--- config.mk ---
export PLATFORM = sky130hd
export DESIGN_NAME = instr_buffer
export DESIGN_NICKNAME = d
export VERILOG_FILES = /design/src/rtl/ib_pkg.sv /design/src/rtl/instr_buffer_ram.sv /design/src/rtl/instr_buffer.sv
export SDC_FILE = /design/constraint.sdc
export NUM_CORES = 1
export LEC_CHECK = 0
export CAP_MARGIN = 20
export CORE_MARGIN = 3
export CORE_UTILIZATION = 51
export CTS_BUF_LIST = sky130_fd_sc_hd__clkbuf_8 sky130_fd_sc_hd__clkbuf_16
export CTS_CLUSTER_SIZE = 8
export DETAILED_ROUTE_END_ITERATION = 10
export PLACE_DENSITY = 0.72
export REMOVE_ABC_BUFFERS = 1
export SKIP_CTS_REPAIR_TIMING = 1
export SLEW_MARGIN = 40
export SYNTH_ARGS = -nofsm -noshare
export SYNTH_HDL_FRONTEND = slang
export SYNTH_HIERARCHICAL = 1
export SYNTH_SLANG_ARGS = --single-unit
--- constraint.sdc ---
create_clock -name clk -period 26.3 [get_ports clk]
set_input_delay 3.945 -clock clk [delete_from_list [all_inputs] [get_ports clk]]
set_output_delay 3.945 -clock clk [all_outputs]
set_load 0.05 [all_outputs]
--- src/rtl/ib_pkg.sv ---
// rtl/ib_pkg.sv - shared types and sizing for the instruction fetch buffer
package ib_pkg;

    localparam int IB_ADDR_WIDTH = 32;
    localparam int IB_DATA_WIDTH = 32;
    localparam int IB_DEPTH      = 8;
    localparam int IB_PTR_W      = $clog2(IB_DEPTH);

    typedef struct packed {
        logic [IB_ADDR_WIDTH-1:0] pc;
        logic [IB_DATA_WIDTH-1:0] instr;
    } ib_entry_t;

    // Decode may only take lane 2 together with lane 1.
    function automatic logic [1:0] ib_accept_count(input logic [1:0] accept);
        case (accept)
            2'b01:   return 2'd1;
            2'b11:   return 2'd2;
            default: return 2'd0;
        endcase
    endfunction

endpackage

--- src/rtl/instr_buffer_ram.sv ---
// rtl/instr_buffer_ram.sv - entry storage: two write ports, two asynchronous read ports
module instr_buffer_ram
    import ib_pkg::*;
#(
    parameter int  DEPTH   = IB_DEPTH,
    parameter int  PTR_W   = IB_PTR_W,
    parameter type entry_t = ib_entry_t
) (
    input  logic             clk,
    input  logic             we_0,
    input  logic [PTR_W-1:0] wr_addr_0,
    input  entry_t           wr_data_0,
    input  logic             we_1,
    input  logic [PTR_W-1:0] wr_addr_1,
    input  entry_t           wr_data_1,
    input  logic [PTR_W-1:0] rd_addr_0,
    output entry_t           rd_data_0,
    input  logic [PTR_W-1:0] rd_addr_1,
    output entry_t           rd_data_1
);

    entry_t mem [DEPTH];

    // Write addresses are always consecutive slots, so the ports never collide.
    always_ff @(posedge clk) begin
        if (we_0) mem[wr_addr_0] <= wr_data_0;
        if (we_1) mem[wr_addr_1] <= wr_data_1;
    end

    assign rd_data_0 = mem[rd_addr_0];
    assign rd_data_1 = mem[rd_addr_1];

endmodule

--- src/rtl/instr_buffer.sv ---
// rtl/instr_buffer.sv - dual-lane in-order fetch queue; INSTR_BUFFER_BYPASS_EN adds empty-queue forwarding
module instr_buffer
    import ib_pkg::*;
#(
    parameter int ADDR_WIDTH = IB_ADDR_WIDTH,
    parameter int DATA_WIDTH = IB_DATA_WIDTH,
    parameter int DEPTH      = IB_DEPTH
) (
    input  logic                  clk,
    input  logic                  rst_n,
    input  logic                  flush_i,
    input  logic                  push_valid_1_i,
    input  logic [ADDR_WIDTH-1:0] push_pc_1_i,
    input  logic [DATA_WIDTH-1:0] push_instr_1_i,
    input  logic                  push_valid_2_i,
    input  logic [ADDR_WIDTH-1:0] push_pc_2_i,
    input  logic [DATA_WIDTH-1:0] push_instr_2_i,
    output logic                  full_o,
    output logic                  overflow_o,
    output logic                  out_valid_1_o,
    output logic [ADDR_WIDTH-1:0] out_pc_1_o,
    output logic [DATA_WIDTH-1:0] out_instr_1_o,
    output logic                  out_valid_2_o,
    output logic [ADDR_WIDTH-1:0] out_pc_2_o,
    output logic [DATA_WIDTH-1:0] out_instr_2_o,
    input  logic [1:0]            accept_i
);

    localparam int PTR_W = $clog2(DEPTH);
    localparam int CNT_W = PTR_W + 1;

    typedef struct packed {
        logic [ADDR_WIDTH-1:0] pc;
        logic [DATA_WIDTH-1:0] instr;
    } entry_t;

    logic [PTR_W-1:0] rd_ptr, wr_ptr;
    logic [CNT_W-1:0] count;
    logic             overflow_q;

    entry_t     rd_0, rd_1, push_0, push_1, out_0, out_1, wr_0, wr_1;
    logic [1:0] n_push, n_valid, n_pop, stor_pop, skip, n_avail, n_wr;
    logic [CNT_W:0] space;
    logic       bypass, we_0, we_1, drop;

`ifdef INSTR_BUFFER_BYPASS_EN
    assign bypass = (count == '0) && !flush_i;
`else
    assign bypass = 1'b0;
`endif

    // Compact the cache lanes so a lone lane-2 push lands in the first slot.
    always_comb begin
        push_0 = '0;
        push_1 = '0;
        n_push = 2'd0;
        if (push_valid_1_i) begin
            push_0 = '{pc: push_pc_1_i, instr: push_instr_1_i};
            if (push_valid_2_i) begin
                push_1 = '{pc: push_pc_2_i, instr: push_instr_2_i};
                n_push = 2'd2;
            end else begin
                n_push = 2'd1;
            end
        end else if (push_valid_2_i) begin
            push_0 = '{pc: push_pc_2_i, instr: push_instr_2_i};
            n_push = 2'd1;
        end
    end

    always_comb begin
        out_0 = rd_0;
        out_1 = rd_1;
        if (flush_i)                     n_valid = 2'd0;
        else if (count >= CNT_W'(2))     n_valid = 2'd2;
        else if (count == CNT_W'(1))     n_valid = 2'd1;
        else                             n_valid = 2'd0;
        if (bypass) begin
            out_0   = push_0;
            out_1   = push_1;
            n_valid = n_push;
        end
    end

    // Pops consume bypassed pushes first when forwarding, otherwise stored entries.
    always_comb begin
        n_pop    = (ib_accept_count(accept_i) > n_valid) ? n_valid : ib_accept_count(accept_i);
        skip     = bypass ? n_pop : 2'd0;
        stor_pop = bypass ? 2'd0 : n_pop;
        n_avail  = n_push - skip;
        space    = (CNT_W+1)'(DEPTH) - {1'b0, count} + (CNT_W+1)'(stor_pop);
        n_wr     = (space >= (CNT_W+1)'(n_avail)) ? n_avail : space[1:0];
        wr_0     = (skip == 2'd0) ? push_0 : push_1;
        wr_1     = push_1;
        we_0     = !flush_i && (n_wr != 2'd0);
        we_1     = !flush_i && (n_wr == 2'd2);
        drop     = !flush_i && (n_avail != n_wr);
    end

    always_ff @(posedge clk or negedge rst_n) begin
        if (!rst_n) begin
            rd_ptr     <= '0;
            wr_ptr     <= '0;
            count      <= '0;
            overflow_q <= 1'b0;
        end else if (flush_i) begin
            rd_ptr     <= '0;
            wr_ptr     <= '0;
            count      <= '0;
            overflow_q <= 1'b0;
        end else begin
            rd_ptr     <= rd_ptr + PTR_W'(stor_pop);
            wr_ptr     <= wr_ptr + PTR_W'(n_wr);
            count      <= count + CNT_W'(n_wr) - CNT_W'(stor_pop);
            overflow_q <= drop;
        end
    end

    instr_buffer_ram #(
        .DEPTH   (DEPTH),
        .PTR_W   (PTR_W),
        .entry_t (entry_t)
    ) u_ram (
        .clk       (clk),
        .we_0      (we_0),
        .wr_addr_0 (wr_ptr),
        .wr_data_0 (wr_0),
        .we_1      (we_1),
        .wr_addr_1 (wr_ptr + PTR_W'(1)),
        .wr_data_1 (wr_1),
        .rd_addr_0 (rd_ptr),
        .rd_data_0 (rd_0),
        .rd_addr_1 (rd_ptr + PTR_W'(1)),
        .rd_data_1 (rd_1)
    );

    assign full_o        = count >= CNT_W'(DEPTH - 1);
    assign overflow_o    = overflow_q;
    assign out_valid_1_o = n_valid != 2'd0;
    assign out_valid_2_o = n_valid == 2'd2;
    assign out_pc_1_o    = out_valid_1_o ? out_0.pc    : '0;
    assign out_instr_1_o = out_valid_1_o ? out_0.instr : '0;
    assign out_pc_2_o    = out_valid_2_o ? out_1.pc    : '0;
    assign out_instr_2_o = out_valid_2_o ? out_1.instr : '0;

endmodule

; ---- Word level (Yosys, flattened, before mapping)
; Memory sizes are Yosys's and may differ from the RTL's.
; Cells that the tools add are included.
[totals]
reg_bits = 11
ramBits = 512
input_bits = 135
out_inout_bits = 132
wordCells = 53
mem_count = 1
[classes]
add_sub_neg = 8
order_cmp = 4
eq_ne = 6
mux = 24
reduce_logical = 6
[mem_list]
columns = name, words, width, read_ports, rd_clocked_by_memory_dff, wr, line_no
row1 = u_ram.mem, 8, 64, 2, 0, 2, instr_buffer_ram.sv:22  ; entry_t mem [DEPTH];
[op_table]
columns = cell, count
row1 = two-way mux 64 bit, 3
row2 = two-way mux 32 bit, 4
row3 = two-way mux 2 bit, 6
row4 = two-way mux 1 bit, 7
row5 = "adder 3 x 1 -> 3 bit, second input constant", 2
row6 = adder 3 x 2 -> 3 bit, 2
row7 = "equality test 2 bit, second input constant", 3
row8 = two-way mux 3 bit, 2
row9 = adder 5 x 2 -> 5 bit, 1
row10 = >= comparator 5 x 2 -> 1 bit, 1
row11 = "subtractor 4 x 4 -> 5 bit, first input constant", 1
row12 = adder 4 x 2 -> 4 bit, 1
row13 = "equality test 4 x 1 -> 1 bit, second input constant", 1
row14 = ">= comparator 4 x 2 -> 1 bit, second input constant", 1
row15 = ">= comparator 4 x 3 -> 1 bit, second input constant", 1
row16 = two-way mux 4 bit, 1
row17 = case mux 2 bit (2 select lines), 1
row18 = nonzero test 2 bit, 2
row19 = subtractor 4 x 2 -> 4 bit, 1
row20 = logical AND 1 bit, 3
row21 = "equality test 2 x 1 -> 1 bit, second input constant", 1
row22 = greater-than comparator 2 bit, 1
row23 = != test 2 bit, 1
row24 = zero test 1 bit, 1

; ---- Depth between registers and ports, before layout
[depth]
depth_word = 13
mapped_depth = 24
ltp_nobuf = 23

; ---- Modules after synthesis
; The synthesis kept the hierarchy.
[by_module_without_submodules]
columns = mod, n_inst, cells_each, area_per_inst_um2, seq_area_each_um2
row1 = instr_buffer_ram, 1, 1557, 29296.8, 15374.7
row2 = instr_buffer, 1, 415, 3032.9, 275.3

; ---- Worst setup path after synthesis
; No wires, ideal clock.
[synth_path]
path_kind = in2reg
startpoint = input flush_i
endpoint = memory u_ram/mem[5][0] (netlist bit) (enable)
setup_ns = 0.574
arrival_time_ns = 12.198
required_time_ns = 25.726
setup_slack_ns = 13.528
cell_stages = 17
n_path_buf = 2
cell_sequence = clkbuf_1 > nor2_1 > clkbuf_1 > inv_1 > ha_1 > nand3_1 > o21ai_0 > o31ai_1 > ha_1 > inv_1 > fa_1 > ha_1 > a211o_1 > a211oi_4 > mux2_4 > nand2b_1 > o21ai_0
[synth_rtl]
columns = element, line_no
row1 = from (decl), instr_buffer.sv:11  ; input logic flush_i,
row2 = to (decl), instr_buffer_ram.sv:22

; ---- Worst setup path after layout
[layout_path]
startpoint = input flush_i
endpoint = output out_pc_1_o[17]
[layout_between]
elab_chain_len = 3
[layout_lines]
columns = element, line_no
row1 = two-way mux 2 bit, instr_buffer.sv:74  ; if (flush_i) n_valid = 2'd0;
row2 = nonzero test 2 bit, instr_buffer.sv:139  ; assign out_valid_1_o = n_valid != 2'd0;
row3 = two-way mux 32 bit, instr_buffer.sv:141  ; assign out_pc_1_o = out_valid_1_o ? out_0.pc : '0;
row4 = to (decl), instr_buffer.sv:21  ; output logic [ADDR_WIDTH-1:0] out_pc_1_o,
; No other way between the ends.

==> results.sh <==
export IMPL_fin_crit_ps=10840
export IMPL_yosysWarnings=6
export IMPL_cts_tree="built"
export IMPL_utilization_pct=60.8
export IMPL_p_leak_nw=12.8
export IMPL_ant_nets=0
export IMPL_crit_path_frequent_cell="clkdlybuf4s50_1"
export IMPL_diodes=0
export IMPL_synthSimpleGateAreaFrac_pct=4.62
export IMPL_multi_input_area_um2=15800
export IMPL_vias_per_cell=6.53
export IMPL_critPathMaxFanout=37
export IMPL_max_cap_viol_count=0
export IMPL_place_congestion=0.804
export IMPL_fp_dieH_um=258
export IMPL_ctsHtreeMaxLevel=3
export IMPL_drive_above_1_share_pct=47.8
export IMPL_synth_compound_area_share_pct=2.20
export IMPL_synth_area_leaders="edfxtp_1, mux2_2, mux4_2, and2_1, a22o_1"
export IMPL_cp_end_kind="output pin"
export IMPL_final_seq_area_um2=15700
export IMPL_clock_tree_root_cell="clkbuf_16"
export IMPL_syn_to_final_growth_pct=16.9
export IMPL_overflow=0
export IMPL_synth_top_family_by_area="multiplexers"
export IMPL_synthAdderAreaFrac_pct=1.04
export IMPL_avgSynthCellArea_um2=16.4
export IMPL_finalHoldViolations=0
export IMPL_max_slew_margin_pct=40.5
export IMPL_crit_required_ps=22350
export IMPL_ir_drop_mv=0.0603
export IMPL_fill_cells=4692
export IMPL_cts_buffer_depth=3
export IMPL_crit_chain="clkdlybuf4s50_1 -> a21oi_4 -> buf_8 -> buf_4 -> and2_1 -> clkdlybuf4s50_1"
export IMPL_rr_worst_depth=20
export IMPL_yosysUniqueCellTypes=44
export IMPL_powerDensity_nw_per_um2=100
export IMPL_rows=91
export IMPL_wirelength_mm=90.2
export IMPL_synth_seq_cells=523
export IMPL_tightest_slew_ps=893
export IMPL_final_common_cell="mux2_2"
export IMPL_synth_top_cell_area_share_pct=47.6
export IMPL_grt_pass1_wl_mm=136
export IMPL_clkLatencyLatePin_ps=610
export IMPL_grt_max_degree=82
export IMPL_status="finished, final reports clean"
export IMPL_critical_path_top_delay_family="buffers and inverters"
export IMPL_setup_viol_count_final=0
export IMPL_tns_ps=0
export IMPL_cts_made_buffers=75
export IMPL_vias=19882
export IMPL_synth_cells=1972
export IMPL_fin_crit_sh_pct=41.2
export IMPL_nets=2353
export IMPL_synth_largest_area_cell="edfxtp_1"
export IMPL_cts_sinks=523
export IMPL_clk_pin_slew_ps=50
export IMPL_min_path_cells=2
export IMPL_criticalPathCategory="input pin to output pin"
export IMPL_drc=0
export IMPL_io_buffers=266
export IMPL_async_flop_share_pct=2.10
export IMPL_crit_cells=6
export IMPL_fmax_mhz=92.3
export IMPL_syn_area_um2=32300
export IMPL_skew_ps=25.7
export IMPL_fp_coreArea_um2=62200
export IMPL_die_x_um=258
export IMPL_min_path_type="flip-flop to flip-flop"
export IMPL_cp_num_buf_inv=4
export IMPL_slowest_delay_ps=810
export IMPL_initial_core_util_pct=52.0
export IMPL_place_hpwl_mm=52.0
export IMPL_worst_setup_path_start_kind="input pin"
export IMPL_synth_xor_area_share_pct=0.244
export IMPL_grt_pass1_vias=21365
export IMPL_synth_edf_count=512
export IMPL_cp_arrival_ps=6890
export IMPL_pin_count=267
export IMPL_dr_first_iter_drc_count=1746
export IMPL_ys_seq_area_share_pct=48.4
export IMPL_track_usage_pct=27.3
export IMPL_synth_ff_type="edfxtp_1"
export IMPL_dieArea_um2=66400
export IMPL_rsz0062_at_grt="false"
export IMPL_slew_violations=0
export IMPL_slowest_stage="clkdlybuf4s50_1"
export IMPL_antenna_found_initial=0
export IMPL_synthMuxAreaShare_pct=40.3
export IMPL_routedWlPerCell_um=29.6
export IMPL_layout_common_cells="mux2_2, edfxtp_1, clkdlybuf4s50_1"
export IMPL_drt_first_pass_iters=5
==> synthesized netlist by cell type, types with 2 or more instances <==
cell type / number
mux2_2: 640
edfxtp_1: 512
mux4_2: 256
and2_1: 131
and3_1: 64
a22o_1: 62
clkbuf_1: 62
buf_2: 46
buf_6: 23
buf_4: 20
inv_1: 20
buf_1: 19
ha_1: 19
dfrtp_1: 11
o21ai_0: 8
nand2_1: 7
nor2_1: 7
nor2b_1: 7
a21oi_1: 5
fa_1: 5
mux2i_1: 5
nand2b_1: 5
xnor2_1: 5
and4bb_2: 4
xor2_1: 4
nand4b_1: 3
a31o_2: 2
nand3_1: 2
o21bai_1: 2
or3_1: 2
==> state kept, by name, summed over array words and instances (netlist names) <==
register	count
count	4
rd_ptr	3
overflow_o	1
u_ram/mem	512
wr_ptr	3
==> stage by stage <==
| stage | cells | instance area (um2) | worst slack [ps] | hold WS, ps | total power [W] |
|---|---|---|---|---|---|
| after global routing | 3044 | 37800 | 15280 | 740 | 0.00394 |
| final | 3044 | 37800 | 15460 | 658 | 0.00379 |
| after detailed placement | 2952 | 35700 | 15150 | 651 | 0.00294 |
| after floorplan | 1802 | 31400 | 8490 | 587 | 0.00246 |
| after CTS | 3042 | 37800 | 15150 | 661 | 0.00382 |
| after global placement | 2946 | 35600 | 15250 | 635 | 0.00292 |
==> power breakdown <==
group | switching, W | total, W | internal (W)
logic | 0.000991 | 0.00180 | 0.000812
registers | 0.0000642 | 0.00112 | 0.00106
clock network | 0.000343 | 0.000862 | 0.000519
total | 0.00140 | 0.00379 | 0.00239
==> final timing paths <==
path,start,end,slack [ps]
setup / recovery,flush_i,out_pc_1_o[17],15460
hold / removal,wr_ptr[2]$_DFF_PN0_,wr_ptr[2]$_DFF_PN0_,660
setup reg to reg,count[2]$_DFF_PN0_,u_ram/mem[1][29]$_DFFE_PP_,19490
hold reg to reg,wr_ptr[2]$_DFF_PN0_,wr_ptr[2]$_DFF_PN0_,660
max in group asynchronous,rst_n,rd_ptr[0]$_DFF_PN0_,22190
min in group asynchronous,rst_n,wr_ptr[1]$_DFF_PN0_,3690
==> cell type report <==
type,count,share of cell area [%]
multi-input combinational,1259,41.9
sequential,523,41.4
timing repair buffer,315,8.34
clock buffer,76,5.03
tap,837,2.77
clock inverter,14,0.308
inverter,20,0.232
==> worst reg2reg max path: stages (launching register included) <==
cell and delay, ps:
dfrtp_1 400, inv_1 160, ha_1 190, nor2b_1 390, nor2_4 50, inv_1 80
ha_1 240, nand3_1 70, o21ai_0 110, o31ai_1 270, ha_1 210, inv_1 50
fa_1 500, ha_1 310, a211o_1 290, a211oi_4 420, mux2i_1 640, and4bb_4 550
buf_6 620, o21bai_4 310, buf_4 540
==> kinds of logic (layout without fill, tap and decap cells) <==
kind of cell,count (synthesis),in the layout
compound gates,86,86
xor+xnor,9,9
fa+ha+maj,24,24
buf+inv,190,425
flops,523,523
mux,902,902
simple gates,238,238
==> per-layer routing <==
metal	share of wire (%)	GRT usage [%]	up-vias
met5	0	0	-
met4	2.1	7.55	0
met3	6.7	3.75	126
met2	51	46.7	819
met1	41	36.7	10470
li1	-	-	8467
(Power assumes the default switching activity.)
